===== src/rtl/pc_sequencer.sv =====
// rtl/pc_sequencer.sv - fetch-stage program-counter sequencer with redirect priority and imem wait handling
module pc_sequencer #(
    parameter logic [31:0] RESET_PC   = 32'h0000_0000,
    parameter logic [31:0] EXC_VECTOR = 32'h0000_0100
) (
    input  logic        clk,
    input  logic        reset,
    input  logic        imem_ready,
    input  logic        stall,
    input  logic        jump,
    input  logic [31:0] jump_target,
    input  logic        branch_taken,
    input  logic [31:0] branch_target,
    input  logic        exception,
    input  logic [31:0] exc_pc,
    input  logic        halt,
    output logic [31:0] curr_pc,
    output logic [31:0] nxt_pc,
    output logic        if_valid,
    output logic        flush_if_id,
    output logic        flush_id_ex,
    output logic [31:0] epc,
    output logic        misaligned,
    output logic        halted,
    output logic [31:0] redirect_cnt
);

    typedef enum logic [1:0] {RUN, WAIT, HALTED} state_t;

    state_t      state_q, state_d;
    logic [31:0] curr_pc_q, curr_pc_d;
    logic [31:0] epc_q, epc_d;
    logic [31:0] pend_tgt_q, pend_tgt_d;
    logic [31:0] cnt_q, cnt_d;
    logic        pend_q, pend_d;
    logic        mis_q, mis_d;

    logic        redirect;
    logic        bad_tgt;
    logic [31:0] raw_tgt;
    logic [31:0] dest;

    assign redirect = (state_q != HALTED) && (exception || branch_taken || jump);
    assign raw_tgt  = exception ? EXC_VECTOR : (branch_taken ? branch_target : jump_target);
    // Misaligned branch/jump targets trap to the exception vector instead.
    assign bad_tgt  = redirect && !exception && (raw_tgt[1:0] != 2'b00);
    assign dest     = bad_tgt ? EXC_VECTOR : raw_tgt;

    always_comb begin
        state_d     = state_q;
        curr_pc_d   = curr_pc_q;
        epc_d       = epc_q;
        pend_d      = pend_q;
        pend_tgt_d  = pend_tgt_q;
        cnt_d       = cnt_q;
        mis_d       = 1'b0;
        if_valid    = 1'b0;
        flush_if_id = 1'b0;
        flush_id_ex = 1'b0;
        if (state_q != HALTED) begin
            if (redirect) begin
                flush_if_id = 1'b1;
                flush_id_ex = exception || branch_taken;
                cnt_d       = cnt_q + 32'd1;
                mis_d       = bad_tgt;
                if (exception) begin
                    epc_d = exc_pc;
                end else if (bad_tgt) begin
                    epc_d = raw_tgt;
                end
                if (imem_ready) begin
                    curr_pc_d = dest;
                    pend_d    = 1'b0;
                    state_d   = RUN;
                end else begin
                    // Hold the fetch address until memory finishes the current request.
                    pend_d     = 1'b1;
                    pend_tgt_d = dest;
                    state_d    = WAIT;
                end
            end else if (pend_q) begin
                if (imem_ready) begin
                    curr_pc_d = pend_tgt_q;
                    pend_d    = 1'b0;
                    state_d   = RUN;
                end
            end else if (stall) begin
                state_d = RUN;
            end else if (!imem_ready) begin
                state_d = WAIT;
            end else if (halt) begin
                state_d  = HALTED;
                if_valid = 1'b1;
            end else begin
                curr_pc_d = curr_pc_q + 32'd4;
                if_valid  = 1'b1;
                state_d   = RUN;
            end
        end
    end

    always_ff @(posedge clk or posedge reset) begin
        if (reset) begin
            state_q    <= RUN;
            curr_pc_q  <= RESET_PC;
            epc_q      <= 32'd0;
            pend_q     <= 1'b0;
            pend_tgt_q <= 32'd0;
            mis_q      <= 1'b0;
            cnt_q      <= 32'd0;
        end else begin
            state_q    <= state_d;
            curr_pc_q  <= curr_pc_d;
            epc_q      <= epc_d;
            pend_q     <= pend_d;
            pend_tgt_q <= pend_tgt_d;
            mis_q      <= mis_d;
            cnt_q      <= cnt_d;
        end
    end

    assign curr_pc      = curr_pc_q;
    assign nxt_pc       = curr_pc_d;
    assign epc          = epc_q;
    assign misaligned   = mis_q;
    assign halted       = (state_q == HALTED);
    assign redirect_cnt = cnt_q;

endmodule


===== config.mk =====
export PLATFORM = sky130hd
export DESIGN_NAME = pc_sequencer
export DESIGN_NICKNAME = d
export VERILOG_FILES = /design/src/rtl/pc_sequencer.sv
export SDC_FILE = /design/constraint.sdc
export NUM_CORES = 1
export LEC_CHECK = 0
export CAP_MARGIN = 20
export CORE_AREA = 2 2 159 161
export CTS_BUF_LIST = sky130_fd_sc_hd__clkbuf_4 sky130_fd_sc_hd__clkbuf_8 sky130_fd_sc_hd__clkbuf_16
export DETAILED_ROUTE_END_ITERATION = 8
export DIE_AREA = 0 0 161 163
export REMOVE_ABC_BUFFERS = 1
export SYNTH_ARGS = -nofsm -noshare
export SYNTH_HDL_FRONTEND = slang
export SYNTH_SLANG_ARGS = --single-unit

===== constraint.sdc =====
create_clock -name clk -period 4 [get_ports clk]
set_input_delay 0.8 -clock clk [delete_from_list [all_inputs] [get_ports clk]]
set_output_delay 0.8 -clock clk [all_outputs]
set_load 0.005 [all_outputs]

==> flow_summary.json, run 1 <==
{
  "cts_buffers": 17,
  "max_freq_mhz": 254,
  "crit_slowest_cell": "or4bb_1",
  "area_growth_pct": 58.1,
  "cp.arrival_ns": 3.13,
  "leakagePower_uw": 0.00484,
  "final_nets": 1227,
  "die_w_um": 161,
  "rows": 58,
  "cp_data_required_time_ns": 3.20,
  "grt-ovfl-total": 0,
  "dr.pass1.iters": 5,
  "hold_class": "reg2reg",
  "post-route-period-util_pct": 98.3,
  "r2r_cells": 9,
  "grt_pass1_vias": 7389,
  "ctsHoldBuffers": 0,
  "synth_simple_gate_area_share_pct": 20.9,
  "drive_above_1_share_pct": 17.9,
  "power.density_nw_per_um2": 385,
  "cts_root_buffer": "clkbuf_16",
  "fin_util_pct": 46.6,
  "grt_max_degree": 57,
  "netSwitchingFraction_pct": 29.9,
  "ys_seq_elements": 132,
  "grt_use_met1_pct": 29.0,
  "antenna_found_initial": 1,
  "synthTopCellsByArea": "dfrtp_1, nand2_1, o21ai_0, mux2i_1, a21oi_1",
  "cpMostUsedCell": "buf_4",
  "io_buffers": 236,
  "clkSinkCount": 132,
  "drtIter0Drc": 546,
  "drcViolationCount": 0,
  "io_pins": 237,
  "grt.total_usage_pct": 21.4,
  "syn_inst": 811,
  "dr_total_vias": 7572,
  "die-area_um2": 26200,
  "final_common_cell": "clkdlybuf4s50_1",
  "synth_xor_area_share_pct": 4.58,
  "grt-busiest-layer": "met2",
  "met3_usage_pct": 5.53,
  "critPathKind": "in2out",
  "clockPowerShare_pct": 36.7,
  "ff2ff_setup_slack_ns": 1.72,
  "vias_per_cell": 5.17,
  "hold-path-endpoint": "redirect_cnt[31]",
  "startpoint_type": "input pin",
  "avgSynthCellArea_um2": 8.96,
  "start_util_pct": 29.5,
  "post-dp-hpwl_um": 20500,
  "ir_worst_vdd_mv": 0.210,
  "synthAdderAreaFrac_pct": 0.344,
  "r2r_end": "curr_pc[24]",
  "async_flop_share_pct": 100,
  "internal_power_uw": 3100,
  "clkTransAtPathRegs_ns": 0.06,
  "maxSlewHeadroom_pct": 46.1,
  "setup_ws_ns": 0.0689,
  "ys_types": 69,
  "clockBufferDepth": 2,
  "place_congestion": 0.904,
  "status": "finished, final reports clean",
  "synth_compound_area_share_pct": 19.4,
  "ant_nets": 0,
  "synthFlopType": "dfrtp_1",
  "drv_slew": 0,
  "htree_levels": 4,
  "core_area_um2": 24700,
  "cp_max_fo": 6,
  "grt_pass1_wl_um": 43200,
  "synth_edf_count": 0,
  "dp_slack_ns": -0.254,
  "cts_tree": "done",
  "hold_viol_final": 0,
  "cap_violations": 0,
  "yosysTopAreaCell": "dfrtp_1",
  "cp_cell_sequence": "clkdlybuf4s15_1 -> or4bb_1 -> nor2_2 -> buf_4 -> nand4_1 -> nor2b_4 -> a221oi_2 -> buf_4 -> clkdlybuf4s50_1",
  "fin_cells": 1465,
  "min_from": "redirect_cnt[31]",
  "power.total_uw": 4430,
  "netlist_area_um2": 7270,
  "crit_path_end_kind": "output pin",
  "met2_usage_pct": 33.0,
  "clock_skew_ns": 0.0137,
  "path_buf_inv": 4,
  "yosys.area.top_type_share_pct": 45.4,
  "p_sw_uw": 1330,
  "drt_wl_total_um": 28100,
  "yosysWarnings": 0,
  "max_slew.worst_pin.slew_ns": 0.805,
  "cp_top_family": "buffers and inverters",
  "holdPathStages": 1,
  "r2r_start": "curr_pc[2]",
  "synth_top_family_by_area": "simple AND/OR/NAND/NOR gates",
  "wl_per_cell_um": 19.2,
  "whs_ns": 0.468,
  "final_cell_mix": "clkdlybuf4s50_1, dfrtp_1, nand2_1, buf_4, o21ai_0",
  "seqPwrFrac_pct": 37.6,
  "max_stage_delay_ns": 0.55,
  "ys_seq_area_share_pct": 45.4,
  "combPwrFrac_pct": 25.6,
  "synthMuxAreaShare_pct": 5.23,
  "die_y_um": 163,
  "period_needed_ns": 3.93,
  "dp_cells": 1427,
  "clk_latency_ns": 0.43,
  "setup_violations": 0
}
==> synthesized netlist by cell type (8+ instances only) <==
cell and instances:
dfrtp_1 132, nand2_1 121, o21ai_0 72, nor2_1 61, a21oi_1 57, mux2i_1 29, nand3_1 29, xnor2_1 28
clkbuf_1 27, nor3_1 19, nand4_1 18, buf_2 17, o31ai_1 16, inv_1 14, and3_1 10, and4_1 10
xor2_1 10, a211oi_1 9, a221oi_1 8, mux2_2 8, nor4_1 8, o22ai_1 8
==> kinds of logic after synthesis <==
group | after synthesis
AO/OA/AOI/OAI | 224
multiplexers | 37
adder cells (fa/ha/maj) | 2
AND/OR/NAND/NOR | 310
buffers and inverters | 68
XOR/XNOR | 38
flip-flops | 132
==> layout make-up <==
class | instances | area (um2)
Antenna cell | 1 | 2.50
Timing Repair Buffer | 344 | 3220
Tap cell | 330 | 413
Clock buffer | 19 | 440
Fill cell | 2426 | 13200
Multi-Input combinational cell | 611 | 3880
Sequential cell | 132 | 3310
Inverter | 15 | 65.1
Clock inverter | 13 | 159
==> worst reg2reg max path: cells and delay by family, from the launching register on <==
kind | cells | cell delay, ns
buf+inv | 3 | 0.48
flops | 1 | 0.41
fa+ha+maj | 1 | 0.21
simple gates | 3 | 0.84
compound gates | 2 | 0.24
==> power by group through the flow <==
stage	clock network, uW	registers, uW	logic [uW]
global placement	0	1680	1110
floorplan	0	1660	376
detailed placement	0	1680	1120
finish	1630	1670	1140
CTS	1660	1660	1140
global route	1730	1690	1230
==> worst max-delay path by stage <==
| stage | startpoint | end | cells past startpoint |
|---|---|---|---|
| after floorplan | state_q[0] | nxt_pc[22] | 5 |
| after global placement | jump | nxt_pc[3] | 9 |
| after detailed placement | imem_ready | nxt_pc[16] | 8 |
| after CTS | jump | nxt_pc[24] | 10 |
| after global routing | stall | nxt_pc[24] | 9 |
| final | stall | nxt_pc[24] | 9 |
==> metal layers <==
| metal | up-vias | part of all wire (%) |
|---|---|---|
| met1 | 3644 | 46 |
| met4 | 0 | 2.0 |
| met2 | 306 | 46 |
| li1 | 3586 | - |
| met3 | 36 | 6.5 |
| met5 | - | 0 |
==> registers in the layout (all words and copies together), names as in the netlist <==
| signal | flops |
|---|---|
| misaligned | 1 |
| state_q | 2 |
| pend_tgt_q | 32 |
| curr_pc | 32 |
| pend_q | 1 |
| redirect_cnt | 32 |
| epc | 32 |
==> repair_timing <==
| action | CTS | global route |
|---|---|---|
| buffers inserted | 2 | 3 |
| cloned | 0 | 0 |
| setup endpoints to repair | 32 | 23 |
| pin swaps | 8 | 7 |
| resized for setup | 41 | 28 |
==> metrics by stage <==
| stage | area (um2) | TNS [ns] |
|---|---|---|
| floorplan | 7030 | -45.97 |
| global placement | 10700 | -5.28 |
| detailed placement | 10700 | -5.49 |
| CTS | 11400 | 0 |
| global route | 11500 | -0.00879 |
| finish | 11500 | 0 |
(Power assumes the default switching activity.)
==> run 2: changes to the inputs <==
Settings changed: CTS_BUF_LIST sky130_fd_sc_hd__clkbuf_4 sky130_fd_sc_hd__clkbuf_8 sky130_fd_sc_hd__clkbuf_16 to not set.
==> run 2 against run 1 <==
  * Worst setup slack improved by 0.0034 ns
  * Maximum frequency barely moved
  * Total power fell by 0.33%
  * Routed wire length fell by 0.21%
  * Combinational power barely moved
  * First-iteration DRC count rose by 2.9%
  * Die area did not move
==> flow_summary.json, run 2 (same netlist as run 1, synthesis figures left out) <==
{
  "status": "finished, final reports clean",
  "antenna_found_initial": 1,
  "core_area_um2": 24700,
  "grt.total_usage_pct": 21.4,
  "cp_data_required_time_ns": 3.20,
  "setup_violations": 0,
  "start_util_pct": 29.5,
  "area_growth_pct": 58.0,
  "final_cell_mix": "clkdlybuf4s50_1, dfrtp_1, nand2_1, buf_4, o21ai_0",
  "startpoint_type": "input pin",
  "clkSinkCount": 132,
  "combPwrFrac_pct": 25.7,
  "dr_total_vias": 7596,
  "setup_tns_ns": 0,
  "netSwitchingFraction_pct": 30.0,
  "cp_cell_sequence": "clkdlybuf4s15_1 -> or4bb_1 -> nor2_2 -> buf_4 -> nand4_1 -> nor2b_4 -> a221oi_2 -> buf_4 -> clkdlybuf4s50_1",
  "fin_util_pct": 46.6,
  "max_freq_mhz": 255,
  "cts_buffers": 17,
  "die_y_um": 163,
  "wl_per_cell_um": 19.1,
  "place_congestion": 0.904,
  "clockBufferDepth": 2,
  "seq_area_um2": 3310,
  "cp_max_fo": 6,
  "io_pins": 237,
  "drv_slew": 0,
  "final_nets": 1227,
  "ctsHoldBuffers": 0,
  "drt_wl_total_um": 28000,
  "drtIter0Drc": 562,
  "io_buffers": 236,
  "multiInputGateArea_um2": 3880,
  "drive_above_1_share_pct": 17.7,
  "die_w_um": 161,
  "final_common_cell": "clkdlybuf4s50_1",
  "post-route-period-util_pct": 98.2,
  "cp_top_family": "buffers and inverters",
  "clockPowerShare_pct": 36.5,
  "cap_violations": 0,
  "p_sw_uw": 1320,
  "internal_power_uw": 3090,
  "seqPwrFrac_pct": 37.7,
  "clkTransAtPathRegs_ns": 0.06,
  "grt_max_degree": 57,
  "post-dp-hpwl_um": 20500,
  "max_stage_delay_ns": 0.55,
  "crit_slowest_cell": "or4bb_1",
  "ant_nets": 0,
  "period_needed_ns": 3.93,
  "power.total_uw": 4420,
  "fin_cells": 1465,
  "cp.arrival_ns": 3.13,
  "grt_pass1_wl_um": 43200,
  "max_slew.worst_pin.slew_ns": 0.800,
  "cts_root_buffer": "clkbuf_16",
  "hold_viol_final": 0,
  "dp_cells": 1427,
  "vias_per_cell": 5.18,
  "ir_worst_vdd_mv": 0.210,
  "rows": 58,
  "whs_ns": 0.468,
  "maxSlewHeadroom_pct": 46.5,
  "path_buf_inv": 4,
  "hold_class": "reg2reg",
  "critPathKind": "in2out",
  "clock_skew_ns": 0.0152,
  "grt-ovfl-total": 0,
  "leakagePower_uw": 0.00483,
  "nFillCells": 2427,
  "drcViolationCount": 0,
  "htree_levels": 4,
  "cpMostUsedCell": "buf_4",
  "cts_tree": "done",
  "crit_path_end_kind": "output pin",
  "grt_pass1_vias": 7389,
  "clk_latency_ns": 0.43,
  "power.density_nw_per_um2": 384,
  "dr.pass1.iters": 5,
  "die-area_um2": 26200
}
==> run 2: routing by layer <==
layer | vias up | global-route usage, % | wire length, um
li1 | 3585 | - | -
met5 | - | 0 | 0
met2 | 315 | 33.0 | 12800
met1 | 3657 | 29.0 | 12700
met4 | 0 | 7.51 | 575
met3 | 39 | 5.53 | 1970
==> run 2: what timing repair did <==
action	in CTS	in global routing
endpoints found under the setup margin	32	23
gates resized for setup	41	28
buffers inserted	2	3
pin swaps	8	7
cloned	0	0
==> run 2: final timing paths <==
kind | start | to | slack [ns] | depth (start not counted)
worst max register to register | curr_pc[2] | curr_pc[24] | 1.73 | 9
min in group asynchronous | reset | epc[11] | 0.80 | 2
max in group asynchronous | reset | epc[26] | 2.34 | 3
worst max-delay path | stall | nxt_pc[24] | 0.07 | 9
worst min-delay path | redirect_cnt[31] | redirect_cnt[31] | 0.47 | 1
worst min register to register | redirect_cnt[31] | redirect_cnt[31] | 0.47 | 1
==> run 2: power groups by stage <==
stage	registers, uW	clock network [uW]	logic (uW)
floorplan	1660	0	376
global placement	1680	0	1110
detailed placement	1680	0	1120
CTS	1660	1640	1140
global route	1690	1710	1230
finish	1670	1610	1140
==> run 2: cell type report <==
type / instances / share of cell area, %
Antenna cell: 1 / 0.0218
Clock buffer: 19 / 3.77
Clock inverter: 13 / 1.38
Inverter: 15 / 0.566
Multi-Input combinational cell: 611 / 33.8
Sequential cell: 132 / 28.8
Tap cell: 330 / 3.59
Timing Repair Buffer: 344 / 28.1
==> run 2: per-stage QoR <==
| stage | cell area [um2] | setup slack [ns] |
|---|---|---|
| floorplan | 7030 | -0.348 |
| global placement | 10700 | -0.291 |
| detailed placement | 10700 | -0.254 |
| CTS | 11400 | 0.00381 |
| global route | 11500 | -0.00879 |
| finish | 11500 | 0.0723 |
